===== src/rtl/of_stage_pipelined.sv =====
// Operand-fetch stage: decodes rs/rt/dest, reads two operands from an internal register file, registers the result.
// Latency: 1 cycle from accept to out_valid; no bubbles when a new accept coincides with a consume.
// Backpressure: in_ready = !out_valid || out_ready; a held entry's operands track write-backs while stalled.
//
// Ports:
//   clk, reset                      clock, asynchronous active-high reset
//   in_valid / in_ready             instruction handshake (instruction, reg_dst)
//   flush                           kill the output entry and drop this cycle's input
//   wb_we, wb_addr, wb_data         register-file write port from write-back
//   out_valid / out_ready           output handshake
//   out_rs_data, out_rt_data        fetched operands
//   out_rs, out_rt, out_dest        latched 5-bit indices (unmasked fields)
//   out_instr                       latched instruction word

module of_stage_pipelined #(
   parameter int XLEN    = 32,
   parameter int NREGS   = 32,
   parameter bit R0_ZERO = 1'b1
) (
   input  logic            clk,
   input  logic            reset,
   input  logic            in_valid,
   output logic            in_ready,
   input  logic [31:0]     instruction,
   input  logic            reg_dst,
   input  logic            flush,
   input  logic            wb_we,
   input  logic [4:0]      wb_addr,
   input  logic [XLEN-1:0] wb_data,
   output logic            out_valid,
   input  logic            out_ready,
   output logic [XLEN-1:0] out_rs_data,
   output logic [XLEN-1:0] out_rt_data,
   output logic [4:0]      out_rs,
   output logic [4:0]      out_rt,
   output logic [4:0]      out_dest,
   output logic [31:0]     out_instr
);

   // Register index width; only the low IW bits of each 5-bit field select a register.
   localparam int IW = (NREGS > 1) ? $clog2(NREGS) : 1;

   typedef logic [IW-1:0] idx_t;

   // ------------------------------------------------------------------
   // Decode
   // ------------------------------------------------------------------
   logic [4:0] rs_f;
   logic [4:0] rt_f;
   logic [4:0] rd_f;
   logic [4:0] dest_f;

   assign rs_f   = instruction[25:21];
   assign rt_f   = instruction[20:16];
   assign rd_f   = instruction[15:11];
   // Destination is left unmasked for r0; execute/write-back decide what to do with it.
   assign dest_f = reg_dst ? rd_f : rt_f;

   idx_t rs_idx;
   idx_t rt_idx;
   idx_t wb_idx;

   assign rs_idx = rs_f[IW-1:0];
   assign rt_idx = rt_f[IW-1:0];
   assign wb_idx = wb_addr[IW-1:0];

   // A write is "effective" only if it really changes architectural state.
   // With R0_ZERO the r0 write is swallowed here, which also keeps it out of
   // the bypass and the stall-refresh paths below.
   logic wb_eff;
   assign wb_eff = wb_we && ((wb_idx != '0) || !R0_ZERO);

   // ------------------------------------------------------------------
   // Register file: one synchronous write port, two combinational reads
   // ------------------------------------------------------------------
   logic [XLEN-1:0] rf_q [NREGS];

   always_ff @(posedge clk or posedge reset) begin
      if (reset) begin
         for (int i = 0; i < NREGS; i++) begin
            rf_q[i] <= '0;
         end
      end else if (wb_eff) begin
         rf_q[wb_idx] <= wb_data;
      end
   end

   // Read with r0 forcing and same-cycle write-back bypass.
   function automatic logic [XLEN-1:0] read_port(
      input idx_t            idx,
      input logic [XLEN-1:0] rf_val,
      input logic            weff,
      input idx_t            widx,
      input logic [XLEN-1:0] wdat
   );
      logic [XLEN-1:0] val;
      if (R0_ZERO && (idx == '0)) begin
         val = '0;
      end else if (weff && (widx == idx)) begin
         val = wdat;
      end else begin
         val = rf_val;
      end
      return val;
   endfunction

   logic [XLEN-1:0] rs_rd;
   logic [XLEN-1:0] rt_rd;

   assign rs_rd = read_port(rs_idx, rf_q[rs_idx], wb_eff, wb_idx, wb_data);
   assign rt_rd = read_port(rt_idx, rf_q[rt_idx], wb_eff, wb_idx, wb_data);

   // ------------------------------------------------------------------
   // Output pipeline register
   // ------------------------------------------------------------------
   logic            out_valid_q, out_valid_d;
   logic [XLEN-1:0] rs_data_q,   rs_data_d;
   logic [XLEN-1:0] rt_data_q,   rt_data_d;
   logic [4:0]      rs_q,        rs_d;
   logic [4:0]      rt_q,        rt_d;
   logic [4:0]      dest_q,      dest_d;
   logic [31:0]     instr_q,     instr_d;

   logic accept;
   logic hold;

   assign in_ready = !out_valid_q || out_ready;
   assign accept   = in_valid && in_ready && !flush;
   // A stalled entry stays put; its operands must follow any write to its sources.
   assign hold     = out_valid_q && !out_ready;

   always_comb begin
      out_valid_d = out_valid_q;
      rs_data_d   = rs_data_q;
      rt_data_d   = rt_data_q;
      rs_d        = rs_q;
      rt_d        = rt_q;
      dest_d      = dest_q;
      instr_d     = instr_q;

      // Flush beats accept and hold; an un-replaced consume empties the slot.
      if (flush) begin
         out_valid_d = 1'b0;
      end else if (accept) begin
         out_valid_d = 1'b1;
      end else if (out_ready) begin
         out_valid_d = 1'b0;
      end

      if (accept) begin
         rs_data_d = rs_rd;
         rt_data_d = rt_rd;
         rs_d      = rs_f;
         rt_d      = rt_f;
         dest_d    = dest_f;
         instr_d   = instruction;
      end else if (hold && wb_eff) begin
         // Compare on the aliased index, same as the register file sees it.
         if (rs_q[IW-1:0] == wb_idx) begin
            rs_data_d = wb_data;
         end
         if (rt_q[IW-1:0] == wb_idx) begin
            rt_data_d = wb_data;
         end
      end
   end

   always_ff @(posedge clk or posedge reset) begin
      if (reset) begin
         out_valid_q <= 1'b0;
         rs_data_q   <= '0;
         rt_data_q   <= '0;
         rs_q        <= '0;
         rt_q        <= '0;
         dest_q      <= '0;
         instr_q     <= '0;
      end else begin
         out_valid_q <= out_valid_d;
         rs_data_q   <= rs_data_d;
         rt_data_q   <= rt_data_d;
         rs_q        <= rs_d;
         rt_q        <= rt_d;
         dest_q      <= dest_d;
         instr_q     <= instr_d;
      end
   end

   assign out_valid   = out_valid_q;
   assign out_rs_data = rs_data_q;
   assign out_rt_data = rt_data_q;
   assign out_rs      = rs_q;
   assign out_rt      = rt_q;
   assign out_dest    = dest_q;
   assign out_instr   = instr_q;

endmodule


===== config.mk =====
export PLATFORM = sky130hd
export DESIGN_NAME = of_stage_pipelined
export DESIGN_NICKNAME = d
export VERILOG_FILES = /design/src/rtl/of_stage_pipelined.sv
export SDC_FILE = /design/constraint.sdc
export NUM_CORES = 2
export LEC_CHECK = 0
export ABC_AREA = 1
export CAP_MARGIN = 20
export CORE_AREA = 2 2 433 435
export CTS_CLUSTER_SIZE = 30
export DETAILED_ROUTE_END_ITERATION = 8
export DIE_AREA = 0 0 435 437
export PLACE_DENSITY_LB_ADDON = 0.2
export SLEW_MARGIN = 20
export SYNTH_ARGS = -nofsm -noshare
export SYNTH_HDL_FRONTEND = slang
export SYNTH_SLANG_ARGS = --single-unit

===== constraint.sdc =====
create_clock -name clk -period 51.4 [get_ports clk]
set_clock_uncertainty 0.15 [all_clocks]
set_input_delay 12.85 -clock clk [delete_from_list [all_inputs] [get_ports clk]]
set_output_delay 12.85 -clock clk [all_outputs]
set_load 0.1 [all_outputs]

* Word level (Yosys, flattened, before mapping)
Index checks and enable logic that the tools add are counted.
** Operators by class
- Mux-type cells :: 23
- Reductions and logical operators :: 21
- Bitwise operators :: 3
- Eq/ne operators :: 4
- $lt $le $gt $ge :: 4
** Operators with widths (number)
- $bwmux W1024 :: 1
- $mux W32 :: 15
- $bmux W32 S5 :: 2
- $demux W32 S5 :: 1
- $eq A5 B5 Y1 :: 4
- $ge A6 B6 Y1 const B :: 3
- $not A5 Y6 :: 3
- $logic_not A5 Y1 :: 2
- $logic_and A1 B1 Y1 :: 8
- $lt A6 B1 Y1 const B :: 1
- $reduce_bool A2 Y1 :: 3
- $mux W5 :: 1
- $reduce_bool A5 Y1 :: 1
- $reduce_and A2 Y1 :: 2
- $logic_not A1 Y1 :: 3
- $mux W1 :: 3
- $reduce_bool A3 Y1 :: 1
- $logic_or A1 B1 Y1 :: 1
** Word-level totals
- Output and inout port bits :: 113
- Bits of input ports :: 76
- Logic and storage cells :: 94
- Register bits after elaboration :: 1136

* Longest topological paths before layout
- Depth in word-level cells :: 7
- Mapped depth :: 14
- Mapped depth without buffers :: 11

* Least setup slack after synthesis
No wires, ideal clock.
- Path type :: input to output
- From :: input port out_ready
- To :: output port in_ready
- Stages :: 2
- Required time :: 38400 ps
- Arrival :: 13541 ps
- Path buffers :: 0
- Path slack :: 24859 ps
- Cells stage by stage :: nor2_1 inv_1
** Between the ends
- Cells in the longest elaborated chain, start to end :: 1
** Ends and longest elaborated chain
- from (decl) :: RTL line 31 : input logic out_ready,
- $logic_or A1 B1 Y1 :: RTL line 127 : assign in_ready = !out_valid_q || out_ready;
- to (decl) :: RTL line 23 : output logic in_ready,
No other way between the ends.

* Worst setup path in the final report
Ends and elaborated chain as after synthesis.

==> results.cfg <==
[timing]
rsz0062_at_grt = no
timing.hold.ws_ns = 0.2464
slew_viol_final = 0
tightest_slew_ns = 1.188
setup_viol = 0
max_freq_mhz = 36.13
fin_crit_sh = 0.5385
tns_ns = 0
min_period_ns = 27.68
postLayoutSetupSlackWorst_ns = 23.72
hold_viol = 0
slew_headroom = 0.2083

[logic_synthesis]
syn_area_um2 = 64640
synthesis.instances = 9857
yosysUniqueCellTypes = 28
synth_edf_count = 0
synth_flop_cell = dfrtp_1
syn_avg_cell_area_um2 = 6.558
async_reset_ff_frac = 1.000
yosysSeqAreaShare = 0.4359
yosys_register_bits = 1126
synth_fp_nets = 9933
synth_warnings = 0

[critical_path]
reg2reg_to = out_rt_data[6]$_DFFE_PP0P_
critPathRequiredTime_ns = 38.40
r2r_cells = 10
reg2reg_from = out_valid$_DFFE_PP0P_
rrSetupSlack_ns = 48.33
crit_fanout = 3
crit_type = input port to output port
critPathArrivalTime_ns = 14.68
cp-start-kind = input port
worstSetupStartpoint = out_ready
end_kind = output port
critPathCapture = in_ready

[die]
die_area_um2 = 190100
coreArea_um2 = 185000
start_util = 0.3494
rows = 158
io_pins = 189
die_w_um = 435
die_y_um = 437

[clocking]
htreeDepth = 4
clkTransAtPathRegs_ns = 0.05
ctsResizeCount = 0
clk_path_buf_depth = 3
hold_buffers = 0
cts_buffers = 134
cts_sinks = 1126
cts_tree = yes
clock_latency_ns = 0.80
cts_root_buffer = clkbuf_16
cts_setup_buffers = 0

[place]
place_area_um2 = 67310
pre_cts_ws_ns = 23.72
portBuffers = 188
routabilityCongestion = 0.8386
placed_cells = 11850
dp_hpwl_um = 140600

[final_layout]
fillers = 19640
layout.nets = 9586
design_area_um2 = 71940
final_cells = 12090
multi_input_area_um2 = 30260
drive_above_1_share = 0.04122
seqCellArea_um2 = 28180
area_growth_pct = 11.28

[global_routing]
antenna_found_initial = 4
grt_util_all_layers = 0.2802
grt_max_degree = 174
grt_pass1_vias = 60420
grt_pass1_wl_um = 401100
gr-total-overflow = 0

[power_and_ir_drop]
peakVddDrop_mv = 0.03404
p_int_mw = 1.848
p_per_area_nw_per_um2 = 39.24
p_leak_nw = 35.38
combPwrFrac = 0.235
p_sw_mw = 0.9745
p_seq_frac = 0.408
power.share.clock = 0.357
p_sw_frac = 0.3453

[route]
drc = 0
dr.pass1.iters = 6
ant_nets = 0
wl_um = 271500
vias_per_cell = 5.340
avgRoutedWirePerCell_um = 22.45
drt_iter0_markers = 7790
via_count = 64590

[outcome]
status = finished, final reports clean

[flow_run]
maxCapViolCount = 0

[min_path]
min-delay-path-class = register to register
[cell type report]
type	count	area share
inverters	765	0.04046
diodes	6	0.0002087
repair buffers	303	0.04035
clock inverters	27	0.005462
flip-flops and latches	1126	0.3917
multi-input cells	7180	0.4207
clock buffers	207	0.05799
well taps	2480	0.04314
[state kept, by name, indices dropped and copies added, names as in the netlist]
name,flops
out_dest,5
out_instr,24
out_rs,4
out_rs_data,32
out_rt,4
out_rt_data,32
out_valid,1
rf_q,1024
[cells in the final DEF, fill, tap and decap left out, types with 3 or more instances in the layout]
master           count
a21oi_1             65
a21oi_4              3
buf_12              10
buf_4              105
buf_6                4
buf_8                4
bufinv_16           10
clkbuf_1            31
clkbuf_16          145
clkbuf_8            31
clkdlybuf4s50_1    177
clkinv_2            15
clkinvlp_4           3
dfrtp_1           1126
diode_2              6
inv_1              748
inv_2                8
inv_8                3
nand2_1           3878
nand2_2             31
nand3_1           1186
nand4_1              5
nor2_1             932
nor2_4               7
nor3_1               5
nor3_4               5
o21ai_0            997
o21ai_1             12
o21bai_1            32
xnor2_1             14
xor2_1               3
[kinds of logic (layout without fill, tap and decap cells)]
family | Yosys count | count (layout) | share of synthesized area
DFF | 1126 | 1126 | 0.4359
xor gates and xnor gates | 17 | 17 | 0.002303
other | 0 | 6 | 0
AOI/OAI and AO/OA | 1109 | 1109 | 0.08745
and+or+nand+nor | 6054 | 6054 | 0.3775
buffers and inverters | 1551 | 1302 | 0.09689
[per-stage QoR]
stage | total power, mW | utilization
2_1_floorplan | 1.636 | -
3_5_place_dp | 1.819 | 0.3638
3_3_place_gp | 1.803 | 0.3637
5_1_grt | 2.971 | 0.3887
4_1_cts | 2.829 | 0.3884
6_report | 2.823 | 0.3888
[per-layer routing]
layer  up-vias  global-route usage  routed length, um
met3       624             0.05159              25080
li1      29890                   -                  -
met2      3218              0.4384             118900
met1     30850              0.3790             115300
met5         -                   0                 13
met4         2              0.1198              12130
[how the worst min path moves through the flow]
stage / start / to / slack [ns] / cells past startpoint
floorplan: rf_q[1000]$_DFFE_PP0P_ / rf_q[1000]$_DFFE_PP0P_ / 0.30 / 1
global placement: rf_q[1004]$_DFFE_PP0P_ / rf_q[1004]$_DFFE_PP0P_ / 0.24 / 0
detailed placement: rf_q[1021]$_DFFE_PP0P_ / rf_q[1021]$_DFFE_PP0P_ / 0.24 / 0
CTS: rf_q[1021]$_DFFE_PP0P_ / rf_q[1021]$_DFFE_PP0P_ / 0.25 / 0
global route: rf_q[1013]$_DFFE_PP0P_ / rf_q[1013]$_DFFE_PP0P_ / 0.27 / 0
finish: rf_q[1021]$_DFFE_PP0P_ / rf_q[1021]$_DFFE_PP0P_ / 0.25 / 0
[cells in the mapped netlist (3+ instances only)]
cell | instances | area [um^2]
a21oi_1 | 66 | 330.3
buf_1 | 63 | 236.5
buf_2 | 254 | 1271
buf_4 | 26 | 195.2
clkbuf_1 | 427 | 1603
clkbuf_2 | 15 | 75.07
dfrtp_1 | 1126 | 28180
inv_1 | 754 | 2830
inv_2 | 9 | 33.78
nand2_1 | 3880 | 14560
nand2_2 | 30 | 187.7
nand3_1 | 1186 | 5936
nand4_1 | 5 | 31.28
nor2_1 | 937 | 3517
nor3_1 | 5 | 25.02
nor3_4 | 5 | 81.33
o21ai_0 | 997 | 4990
o21ai_1 | 12 | 60.06
o21bai_1 | 32 | 240.2
xnor2_1 | 14 | 122.6
xor2_1 | 3 | 26.28
[worst max-delay path, stage by stage]
cell and delay [ns]:
clkdlybuf4s50_1 0.46, nor2_1 0.08, inv_1 0.13, clkdlybuf4s50_1 1.16
[power groups by stage]
stage | logic (mW) | clock network (mW) | registers, mW
finish | 0.664 | 1.01 | 1.15
global route | 0.744 | 1.06 | 1.17
CTS | 0.660 | 1.02 | 1.15
detailed placement | 0.657 | 0 | 1.16
global placement | 0.645 | 0 | 1.16
floorplan | 0.397 | 0 | 1.24
No activity file was read; power rests on OpenSTA's default activity.
